[src/rtl/oled_pkg.sv]
// Shared constants, state encoding and helpers for the OLED SPI arbiter.
package oled_pkg;

    localparam int unsigned OLED_DW      = 10;
    localparam int unsigned OLED_NREQ    = 3;
    localparam int unsigned OLED_TIMEOUT = 255;

    typedef enum logic [1:0] {
        ST_IDLE  = 2'd0,
        ST_START = 2'd1,
        ST_WAIT  = 2'd2,
        ST_HOLD  = 2'd3
    } oled_state_e;

    // Width of an index into n requesters (at least one bit).
    function automatic int unsigned idx_w(input int unsigned n);
        return (n > 1) ? $clog2(n) : 1;
    endfunction

endpackage

[src/rtl/oled_spi_arbiter_if.sv]
// Requester-side and spi_write-side bus of the OLED SPI arbiter.
interface oled_spi_arbiter_if
    import oled_pkg::*;
#(
    parameter int unsigned NREQ = OLED_NREQ,
    parameter int unsigned DW   = OLED_DW
);
    logic [NREQ-1:0]    req;
    logic [NREQ-1:0]    lock;
    logic [NREQ*DW-1:0] req_data;
    logic [NREQ-1:0]    gnt;
    logic [NREQ-1:0]    ack;
    logic               spi_write_start;
    logic [DW-1:0]      spi_data;
    logic               spi_write_done;
    logic               busy;
    logic               timeout_err;

    // Arbiter side.
    modport slave (
        input  req, lock, req_data, spi_write_done,
        output gnt, ack, spi_write_start, spi_data, busy, timeout_err
    );

    // Requesters plus spi_write side.
    modport master (
        output req, lock, req_data, spi_write_done,
        input  gnt, ack, spi_write_start, spi_data, busy, timeout_err
    );
endinterface

[src/rtl/oled_rr_pick.sv]
// Combinational round-robin selector: first requester after rr_ptr wins.
module oled_rr_pick
    import oled_pkg::*;
#(
    parameter  int unsigned NREQ = OLED_NREQ,
    localparam int unsigned IW   = idx_w(NREQ)
) (
    input  logic [NREQ-1:0] req_i,
    input  logic [IW-1:0]   rr_ptr_i,
    output logic [NREQ-1:0] win_oh_o,
    output logic [IW-1:0]   win_idx_o,
    output logic            any_req_o
);

    int unsigned idx_c;

    // Scan slots rr_ptr+1 .. rr_ptr+NREQ (wrapping); the first requester found wins.
    always_comb begin
        win_oh_o  = '0;
        win_idx_o = '0;
        any_req_o = 1'b0;
        idx_c     = 0;
        for (int unsigned k = 1; k <= NREQ; k++) begin
            idx_c = (32'(rr_ptr_i) + k) % NREQ;
            if (!any_req_o && req_i[IW'(idx_c)]) begin
                any_req_o             = 1'b1;
                win_idx_o             = IW'(idx_c);
                win_oh_o[IW'(idx_c)]  = 1'b1;
            end
        end
    end

endmodule

[src/rtl/oled_spi_arbiter.sv]
// Word-by-word round-robin arbiter sharing spi_write, with locked bursts and done timeout.
module oled_spi_arbiter
    import oled_pkg::*;
#(
    parameter int unsigned NREQ    = OLED_NREQ,
    parameter int unsigned DW      = OLED_DW,
    parameter int unsigned TIMEOUT = OLED_TIMEOUT
) (
    input logic               clk_1m,
    input logic               RST_n,
    oled_spi_arbiter_if.slave bus
);

    localparam int unsigned IW = idx_w(NREQ);
    localparam int unsigned CW = $clog2(TIMEOUT + 1);

    oled_state_e     state_q, state_d;
    logic [IW-1:0]   owner_q, owner_d;
    logic [IW-1:0]   rr_ptr_q, rr_ptr_d;
    logic [CW-1:0]   cnt_q, cnt_d;
    logic [NREQ-1:0] gnt_q, gnt_d;
    logic [NREQ-1:0] ack_q, ack_d;
    logic            start_q, start_d;
    logic [DW-1:0]   data_q, data_d;
    logic            busy_q, busy_d;
    logic            terr_q, terr_d;

    logic [NREQ-1:0] win_oh_c;
    logic [IW-1:0]   win_idx_c;
    logic            any_req_c;
    logic [CW-1:0]   cnt_inc_c;
    logic            expire_c;
    logic            burst_c;
    logic [DW-1:0]   words_c [NREQ];

    for (genvar g = 0; g < NREQ; g++) begin : g_word
        assign words_c[g] = bus.req_data[g*DW +: DW];
    end

    oled_rr_pick #(.NREQ(NREQ)) u_pick (
        .req_i     (bus.req),
        .rr_ptr_i  (rr_ptr_q),
        .win_oh_o  (win_oh_c),
        .win_idx_o (win_idx_c),
        .any_req_o (any_req_c)
    );

    assign cnt_inc_c = cnt_q + CW'(1);
    assign expire_c  = (cnt_inc_c == CW'(TIMEOUT));
    assign burst_c   = bus.lock[owner_q] & bus.req[owner_q];

    // State register.
    always_ff @(posedge clk_1m) begin
        if (RST_n) state_q <= ST_IDLE;
        else       state_q <= state_d;
    end

    // Next-state logic; done outside WAIT is ignored.
    always_comb begin
        state_d = state_q;
        case (state_q)
            ST_IDLE:  if (any_req_c) state_d = ST_START;
            ST_START: state_d = ST_WAIT;
            ST_WAIT: begin
                if (bus.spi_write_done) state_d = ST_HOLD;
                else if (expire_c)      state_d = ST_IDLE;
            end
            ST_HOLD:  state_d = burst_c ? ST_START : ST_IDLE;
            default:  state_d = ST_IDLE;
        endcase
    end

    // Next values of the registered outputs, owner, round-robin pointer and counter.
    always_comb begin
        owner_d  = owner_q;
        rr_ptr_d = rr_ptr_q;
        cnt_d    = cnt_q;
        gnt_d    = gnt_q;
        data_d   = data_q;
        ack_d    = '0;
        start_d  = 1'b0;
        terr_d   = 1'b0;
        busy_d   = (state_d != ST_IDLE);
        case (state_q)
            ST_IDLE: begin
                if (any_req_c) begin
                    owner_d = win_idx_c;
                    gnt_d   = win_oh_c;
                    data_d  = words_c[win_idx_c];
                    start_d = 1'b1;
                end
            end
            ST_START: cnt_d = '0;
            ST_WAIT: begin
                if (bus.spi_write_done) begin
                    ack_d = gnt_q;
                end else begin
                    cnt_d = cnt_inc_c;
                    if (expire_c) begin
                        terr_d   = 1'b1;
                        gnt_d    = '0;
                        rr_ptr_d = owner_q;
                    end
                end
            end
            ST_HOLD: begin
                if (burst_c) begin
                    data_d  = words_c[owner_q];
                    start_d = 1'b1;
                end else begin
                    gnt_d    = '0;
                    rr_ptr_d = owner_q;
                end
            end
            default: ;
        endcase
    end

    // Output and datapath registers; rr_ptr resets so requester 0 wins first.
    always_ff @(posedge clk_1m) begin
        if (RST_n) begin
            owner_q  <= '0;
            rr_ptr_q <= IW'(NREQ - 1);
            cnt_q    <= '0;
            gnt_q    <= '0;
            ack_q    <= '0;
            start_q  <= 1'b0;
            data_q   <= '0;
            busy_q   <= 1'b0;
            terr_q   <= 1'b0;
        end else begin
            owner_q  <= owner_d;
            rr_ptr_q <= rr_ptr_d;
            cnt_q    <= cnt_d;
            gnt_q    <= gnt_d;
            ack_q    <= ack_d;
            start_q  <= start_d;
            data_q   <= data_d;
            busy_q   <= busy_d;
            terr_q   <= terr_d;
        end
    end

    assign bus.gnt             = gnt_q;
    assign bus.ack             = ack_q;
    assign bus.spi_write_start = start_q;
    assign bus.spi_data        = data_q;
    assign bus.busy            = busy_q;
    assign bus.timeout_err     = terr_q;

endmodule

[src/flat_wrapper.sv]
// flat-port wrapper written by rule: the top's interface ports become plain ports
module oled_spi_arbiter_flat import oled_pkg::*;
#(
    parameter int unsigned NREQ    = OLED_NREQ,
    parameter int unsigned DW      = OLED_DW,
    parameter int unsigned TIMEOUT = OLED_TIMEOUT
)
  (clk_1m, RST_n, bus_req, bus_lock, bus_req_data, bus_spi_write_done, bus_gnt, bus_ack, bus_spi_write_start, bus_spi_data, bus_busy, bus_timeout_err);
  oled_spi_arbiter_if #(.NREQ(NREQ), .DW(DW)) bus_i ();
  input logic clk_1m;
  input logic RST_n;
  input wire logic [$bits(bus_i.req)-1:0] bus_req;
  input wire logic [$bits(bus_i.lock)-1:0] bus_lock;
  input wire logic [$bits(bus_i.req_data)-1:0] bus_req_data;
  input wire logic [$bits(bus_i.spi_write_done)-1:0] bus_spi_write_done;
  output wire logic [$bits(bus_i.gnt)-1:0] bus_gnt;
  output wire logic [$bits(bus_i.ack)-1:0] bus_ack;
  output wire logic [$bits(bus_i.spi_write_start)-1:0] bus_spi_write_start;
  output wire logic [$bits(bus_i.spi_data)-1:0] bus_spi_data;
  output wire logic [$bits(bus_i.busy)-1:0] bus_busy;
  output wire logic [$bits(bus_i.timeout_err)-1:0] bus_timeout_err;
  assign bus_i.req = bus_req;
  assign bus_i.lock = bus_lock;
  assign bus_i.req_data = bus_req_data;
  assign bus_i.spi_write_done = bus_spi_write_done;
  assign bus_gnt = bus_i.gnt;
  assign bus_ack = bus_i.ack;
  assign bus_spi_write_start = bus_i.spi_write_start;
  assign bus_spi_data = bus_i.spi_data;
  assign bus_busy = bus_i.busy;
  assign bus_timeout_err = bus_i.timeout_err;
  oled_spi_arbiter #(.NREQ(NREQ), .DW(DW), .TIMEOUT(TIMEOUT)) u_core (.clk_1m(clk_1m), .RST_n(RST_n), .bus(bus_i));
endmodule
[config.mk]
export PLATFORM = sky130hd
export DESIGN_NAME = oled_spi_arbiter_flat
export DESIGN_NICKNAME = d
export VERILOG_FILES = /design/src/rtl/oled_pkg.sv /design/src/rtl/oled_spi_arbiter_if.sv /design/src/rtl/oled_rr_pick.sv /design/src/rtl/oled_spi_arbiter.sv /design/src/flat_wrapper.sv
export SDC_FILE = /design/constraint.sdc
export NUM_CORES = 1
export LEC_CHECK = 0
export CAP_MARGIN = 0
export CORE_MARGIN = 4
export CORE_UTILIZATION = 27
export CTS_BUF_LIST = sky130_fd_sc_hd__clkbuf_16
export DETAILED_ROUTE_END_ITERATION = 6
export GPL_ROUTABILITY_DRIVEN = 0
export MAX_ROUTING_LAYER = met4
export PLACE_DENSITY = 0.6
export SETUP_SLACK_MARGIN = 0.05
export SLEW_MARGIN = 20
export SYNTH_ARGS = -nofsm -noshare
export SYNTH_HDL_FRONTEND = slang
export SYNTH_HIERARCHICAL = 1
export SYNTH_SLANG_ARGS = --single-unit
[constraint.sdc]
create_clock -name clk_1m -period 3.4 [get_ports clk_1m]
set_input_delay 0.68 -clock clk_1m [delete_from_list [all_inputs] [get_ports clk_1m]]
set_output_delay 0.68 -clock clk_1m [all_outputs]
set_load 0.005 [all_outputs]
After elaboration in Yosys (flattened, before gate mapping)
Cells that the tools add are included.
{"block": "op_classes", "n_addsub": 4, "div": 3, "order_cmp": 9, "eq_ne": 9, "muxes": 54, "bitwise_logic": 7, "reduce_logical": 20}
{"op": "$mod 32x2->32 const B", "count": 3}
{"op": "$mux 10", "count": 6}
{"op": "$bmux 10 s2", "count": 2}
{"op": "$mux 3", "count": 7}
{"op": "$pmux 10 s2", "count": 1}
{"op": "$mux 2", "count": 9}
{"op": "$pmux 8 s2", "count": 1}
{"op": "$mux 1", "count": 15}
{"op": "$lt 2x3->1 const B", "count": 4}
{"op": "$bmux 1 s2", "count": 5}
{"op": "$pmux 3 s3", "count": 1}
{"op": "$add 8x1->8 const B", "count": 1}
{"op": "$eq 8x8->1 const B", "count": 1}
{"op": "$mux 8", "count": 1}
{"op": "$pmux 2 s4", "count": 1}
{"op": "$reduce_bool 2->1", "count": 4}
{"op": "$add 2x2->3 const B", "count": 2}
{"op": "$demux 1 s2", "count": 3}
{"op": "$ge 2x1->1 const B", "count": 3}
{"op": "$ge 3x3->1 const B", "count": 2}
{"op": "$ne 2x1->1 const B", "count": 3}
{"op": "$not 2->3", "count": 2}
{"op": "$or 3x3->3", "count": 2}
{"op": "$reduce_or 3->1", "count": 2}
{"op": "16 further kinds", "count": 25}
{"block": "totals", "regBits": 33, "input_bits": 39, "out_inout_bits": 19, "wordCells": 116}

Depth between registers and ports, before layout
{"block": "depth", "ltp_word": 17, "ltp_mapped": 13}

Modules after synthesis
Netlist, hierarchy kept.
{"mod": "oled_spi_arbiter", "instances": 1, "cells_per_inst": 255, "area_per_inst_um2": 2074.5, "seq_area_each_um2": 660.6}
{"mod": "oled_rr_pick", "instances": 1, "cells_per_inst": 41, "area_per_inst_um2": 297.8, "seq_area_each_um2": 0.0}

Least setup slack after synthesis
Ideal clock, no wire load.
{"block": "synth_path", "path_kind": "register to register", "start": "reg u_core.rr_ptr_q[0]", "end": "reg u_core.data_q[1] (netlist: u_core/bus.spi_data[1])", "arrival_time_ns": 2.255, "required_time_ns": 3.262, "path_slack_ns": 1.007, "stages_incl_launch_ff": 13, "path_buffers": 2, "period_less_slack_ns": 2.393, "path_cell_list": "dfxtp_1 > inv_1 > ha_1 > buf_6 > nand3b_1 > o2111ai_1 > o32a_1 > o22ai_1 > buf_2 > mux2i_1 > o21ai_0 > o211ai_1 > a21oi_2"}
{"block": "synth_via", "elab_chain_len": 17, "word_cells_on_any_way": 30, "cone_classes": "3 x add/sub; 3 x div; 1 x eq/ne; 17 x mux; 1 x bitwise; 5 x reduce/logical"}
{"item": "from (decl)", "line_no": "oled_spi_arbiter.sv:19", "source": "logic [IW-1:0] rr_ptr_q, rr_ptr_d;"}
{"item": "from (signal assigned)", "line_no": "oled_spi_arbiter.sv:123", "source": "rr_ptr_q <= IW'(NREQ - 1);"}
{"item": "from (signal assigned)", "line_no": "oled_spi_arbiter.sv:133", "source": "rr_ptr_q <= rr_ptr_d;"}
{"item": "$add 2x1->3", "line_no": "oled_rr_pick.sv:24", "source": "idx_c = (32'(rr_ptr_i) + k) % NREQ;"}
{"item": "$mod 32x2->32", "line_no": "oled_rr_pick.sv:24"}
{"item": "$bmux 1 s2", "line_no": "oled_rr_pick.sv:25", "source": "if (!any_req_o && req_i[IW'(idx_c)]) begin"}
{"item": "$mux 1 (not written as such)", "line_no": "oled_rr_pick.sv:25"}
{"item": "$mux 1", "line_no": "oled_rr_pick.sv:25"}
{"item": "$logic_not 1->1", "line_no": "oled_rr_pick.sv:25"}
{"item": "$logic_and 1x1->1", "line_no": "oled_rr_pick.sv:25"}
{"item": "$mux 1", "line_no": "oled_rr_pick.sv:25"}
{"item": "$logic_not 1->1", "line_no": "oled_rr_pick.sv:25"}
{"item": "$logic_and 1x1->1", "line_no": "oled_rr_pick.sv:25"}
{"item": "$mux 2 *", "line_no": "oled_rr_pick.sv:25"}
{"item": "net u_core.win_idx_c[0]", "line_no": "oled_spi_arbiter.sv:29", "source": "logic [IW-1:0] win_idx_c;"}
{"item": "$not 2->3 (not written as such) *", "line_no": "oled_spi_arbiter.sv:89", "source": "data_d = words_c[win_idx_c];"}
{"item": "$bmux 10 s2 *", "line_no": "oled_spi_arbiter.sv:89"}
{"item": "$mux 10 (not written as such) * (2 in a row)", "line_no": "oled_spi_arbiter.sv:89"}
{"item": "$mux 10 *", "line_no": "oled_spi_arbiter.sv:86", "source": "if (any_req_c) begin"}
{"item": "$pmux 10 s2 *", "line_no": "oled_spi_arbiter.sv:84", "source": "case (state_q)"}
{"item": "to (signal assigned)", "line_no": "oled_spi_arbiter.sv:138", "source": "data_q <= data_d;"}
{"item": "to (decl)", "line_no": "oled_spi_arbiter.sv:24", "source": "logic [DW-1:0] data_q, data_d;"}
The timed path passes the listed nets; every way through them passes the cells marked *. The select of a mux whose other input is x is not followed.
A chain may end at the register's enable or synchronous reset.

Final worst setup path
{"block": "layout_path", "start": "in bus_req[1]", "end": "reg u_core.data_q[2] (netlist: u_core/bus.spi_data[2])"}
{"block": "layout_via", "word_cells_on_any_way": 28, "cone_classes": "2 x eq/ne; 19 x mux; 2 x bitwise; 5 x reduce/logical"}
{"item": "from (decl)", "line_no": "flat_wrapper.sv:12", "source": "input wire logic [$bits(bus_i.req)-1:0] bus_req;"}
{"item": "$bmux 1 s2", "line_no": "oled_rr_pick.sv:25"}
{"item": "$mux 1 (not written as such)", "line_no": "oled_rr_pick.sv:25"}
{"item": "$mux 1", "line_no": "oled_rr_pick.sv:25"}
{"item": "$logic_not 1->1", "line_no": "oled_rr_pick.sv:25"}
{"item": "$logic_and 1x1->1", "line_no": "oled_rr_pick.sv:25"}
{"item": "$mux 1", "line_no": "oled_rr_pick.sv:25"}
{"item": "$logic_not 1->1", "line_no": "oled_rr_pick.sv:25"}
{"item": "$logic_and 1x1->1", "line_no": "oled_rr_pick.sv:25"}
{"item": "$mux 1 *", "line_no": "oled_rr_pick.sv:25"}
{"item": "net u_core.any_req_c", "line_no": "oled_spi_arbiter.sv:30", "source": "logic any_req_c;"}
{"item": "$ne 2x1->1 (no line) *"}
{"item": "$reduce_and 3->1 (no line) *"}
Marked as above.

==> results by group <==
Worst setup path
  – Slowest stage delay, CP: 0.61 ns
  – Worst Setup EP: u_core/bus.spi_data[2]$_SDFFE_PP0P_
  – Worst EP arrival: 2.96 ns
  – Reg2Reg Capture Point: u_core/bus.spi_data[2]$_SDFFE_PP0P_
  – CP required: 3.60 ns
  – Crit path max fanout: 10
  – Reg2reg start: u_core/rr_ptr_q[0]$_SDFFE_PP0P_
  – Critical path's slowest cell: clkdlybuf4s50_1
  – Kind of critical path: input pin to flip-flop
  – CP startpoint kind: input pin
  – Path depth of the worst reg2reg path: 10
  – Worst R2R Setup Slack: 0.71 ns
  – Endpoint type of the worst setup path: flip-flop
  – Worst Setup SP: bus_req[1]
  – CP Cell Sequence: clkdlybuf4s50_1, mux2i_1, o21ai_2, nor2_1, o21ai_1, nor2b_1, a21oi_2, o211ai_1, a21oi_2
  – Crit path top cell by count: a21oi_2

Timing
  – Final Skew: 0.00248 ns
  – Fin. Hold Viols: 0
  – Setup tns final: 0 ns
  – Fin crit share: 81.0%
  – Hold_ws: 0.454 ns
  – Least-Margin Pin Slew: 0.724 ns
  – Max Slew Vio Count: 0
  – Slew margin rel.: 51.6%
  – F_max: 363 MHz
  – Final setup viols: 0
  – Setup ws final: 0.647 ns
  – RSZ-0062 raised after global routing: no
  – Tmin final: 2.75 ns

Clocking
  – Clock Latency Late Sink: 0.27 ns
  – CTS sink cnt: 33
  – CTS resizes: 0
  – H-tree levels: 2
  – Post-CTS Hold Fix Bufs: 0
  – Setup bufs post-CTS: 0
  – CTS Buf Count: 5
  – Worst-case clock buffer depth: 2
  – CTS tree: yes
  – Root buffer cell: clkbuf_16
  – Worst-path clk slew: 0.05 ns

Drt
  – ANT nets after route: 0
  – Total vias in the final route: 2314
  – Pre-antenna DRT Iters: 4
  – # DRC: 0
  – Drt wl/cell: 13.9 um
  – Vias per std cell: 5.07
  – WL final: 6320 um
  – DR iter-0 viols: 87

Pwr
  – Leakage power: 1.15 nW
  – Clock share of power: 23.1%
  – NetSw: 675 uW
  – Worst vdd ir: 0.177 mV
  – Sw Ratio: 37.1%
  – PwrDens: 574 mW/mm2
  – Register share of total power: 29.8%
  – Logic gate share of total power: 47.1%
  – Pint: 1.14 mW

Synthesis
  – Syn_nets: 346
  – Post-Syn Instances: 296
  – Synth area leader: dfxtp_1
  – Post-synth EDFFs: 0
  – Synth top area share: 27.8%
  – Synth Flop Type: dfxtp_1
  – Sequential element share of the synthesized area: 27.8%
  – Yosys reg bits: 33
  – Share of flip-flops with an asynchronous set or reset: 0%
  – Yosys warns: 6
  – Unique masters post-synth: 49
  – Mapped Area: 0.00237 mm2
  – Syn Area/Cell: 8.01 um2
  – Top post-synthesis cells by area: dfxtp_1 (28%), mux2i_1 (12%), nand2_1 (8.4%), o211ai_1 (6.3%), ha_1 (5.8%)

Final layout
  – Final Instance Area: 0.00317 mm2
  – Share of layout cells above drive strength 1: 9.12%
  – Most common cell after layout, fill and taps aside: clkdlybuf4s50_1
  – Ant diodes: 0
  – Final nets: 400
  – Layout Cells excl Fill: 456
  – Area growth syn-to-layout: 33.6%
  – Most frequent cells in the layout: clkdlybuf4s50_1 (57), nand2_1 (53), dfxtp_1 (33), mux2i_1 (28), o211ai_1 (20)

Floorplan
  – Die Y: 102 um
  – Starting Density: 28.3%
  – DIE WIDTH: 102 um
  – Core ar.: 0.00838 mm2
  – Ports: 58
  – Die footprint: 0.0104 mm2
  – Placement Rows: 33

Placement
  – Pre-CTS WS: 0.375 ns
  – PortBufs: 57
  – HPWL Detailed: 4900 um
  – Placed inst area: 0.00303 mm2
  – Dpl cells: 448

Global routing
  – Initial antenna violation count: 0
  – Vias in the first global route: 2145
  – GR Util All Layers: 12.8%
  – Grt ovf: 0
  – Pin count of the biggest net entering global routing: 23
  – Global-route wire length before repair: 10300 um

Min path
  – Hold Path Depth: 2
  – Type of the tightest min-delay check: flip-flop to flip-flop

Job
  – # Max-Cap Violations: 0

Outcome
  – Outcome: completed
logic make-up (layout without fill, tap and decap cells):
group,after synthesis,in the layout,synth area share (%)
mux,28,28,11.8
compound gates,87,87,27.0
simple gates,104,104,20.8
buf+inv,31,86,6.01
fa+ha+maj,11,11,5.80
xor+xnor,2,2,0.739
flops,33,33,27.8
Yosys cell counts (all sizes together) (3+ instances only):
library cell / n
o22ai: 3
mux2i: 28
a311oi: 3
nand2b: 3
nand2: 53
ha: 11
o21ai: 18
nor2b: 6
nor2: 19
and4b: 3
nand3: 8
dfxtp: 33
o211ai: 20
nand3b: 5
o31ai: 3
buf: 7
a21oi: 21
a211oi: 3
clkbuf: 9
inv: 15
power by group through the flow:
stage	combinational, mW	clock (mW)	sequential, mW
after floorplan	0.573	0	0.531
after global placement	0.847	0	0.551
after detailed placement	0.862	0	0.553
after CTS	0.865	0.434	0.544
after global routing	0.943	0.448	0.557
final	0.857	0.420	0.542
stage by stage:
stage | util [%] | total power, mW
floorplan | - | 1.10
global placement | 36.2 | 1.40
detailed placement | 36.2 | 1.41
CTS | 37.8 | 1.84
global route | 37.8 | 1.95
finish | 37.8 | 1.82
routing by layer:
| metal | routed length [um] | GRT usage [%] | share of wire, % | vias up |
|---|---|---|---|---|
| li1 | - | - | - | 1178 |
| met5 | 0 | - | 0 | - |
| met2 | 2970 | 19.2 | 47 | 61 |
| met4 | 87 | 4.81 | 1.4 | 0 |
| met1 | 3040 | 17.2 | 48 | 1071 |
| met3 | 232 | 1.93 | 3.7 | 4 |
worst min-delay path by stage:
stage | end | slack (ns) | from
2_1_floorplan | u_core/cnt_q[6]$_SDFFE_PP0P_ | 0.44 | u_core/cnt_q[6]$_SDFFE_PP0P_
3_3_place_gp | u_core/bus.ack[2]$_SDFF_PP0_ | 0.45 | u_core/bus.gnt[2]$_SDFFE_PP0P_
3_5_place_dp | u_core/bus.ack[2]$_SDFF_PP0_ | 0.45 | u_core/bus.gnt[2]$_SDFFE_PP0P_
4_1_cts | u_core/bus.ack[2]$_SDFF_PP0_ | 0.46 | u_core/bus.gnt[2]$_SDFFE_PP0P_
5_1_grt | u_core/bus.ack[2]$_SDFF_PP0_ | 0.48 | u_core/bus.gnt[2]$_SDFFE_PP0P_
6_report | u_core/bus.ack[2]$_SDFF_PP0_ | 0.45 | u_core/bus.gnt[2]$_SDFFE_PP0P_
critical path: cells and delay by family:
kind / cells / cell delay, ns
AO/OA/AOI/OAI: 5 / 1.30
buffers and inverters: 1 / 0.61
multiplexers: 1 / 0.15
AND/OR/NAND/NOR: 2 / 0.23
registers in the layout (all words and copies together) (netlist names):
register and flops:
u_core/bus.gnt 3, u_core/bus.busy 1, u_core/bus.ack 3, u_core/bus.timeout_err 1, u_core/bus.spi_write_start 1, u_core/bus.spi_data 10, u_core/owner_q 2, u_core/cnt_q 8
u_core/state_q 2, u_core/rr_ptr_q 2
cell type report:
type                       count  area [um2]
multi-input combinational    232        1570
clock buffer                   5         125
clock inverter                 3        12.5
sequential                    33         661
inverter                      15        56.3
fill                         864        5210
tap                          105         131
timing repair buffer          63         616
No activity file was read; power rests on OpenSTA's default activity.
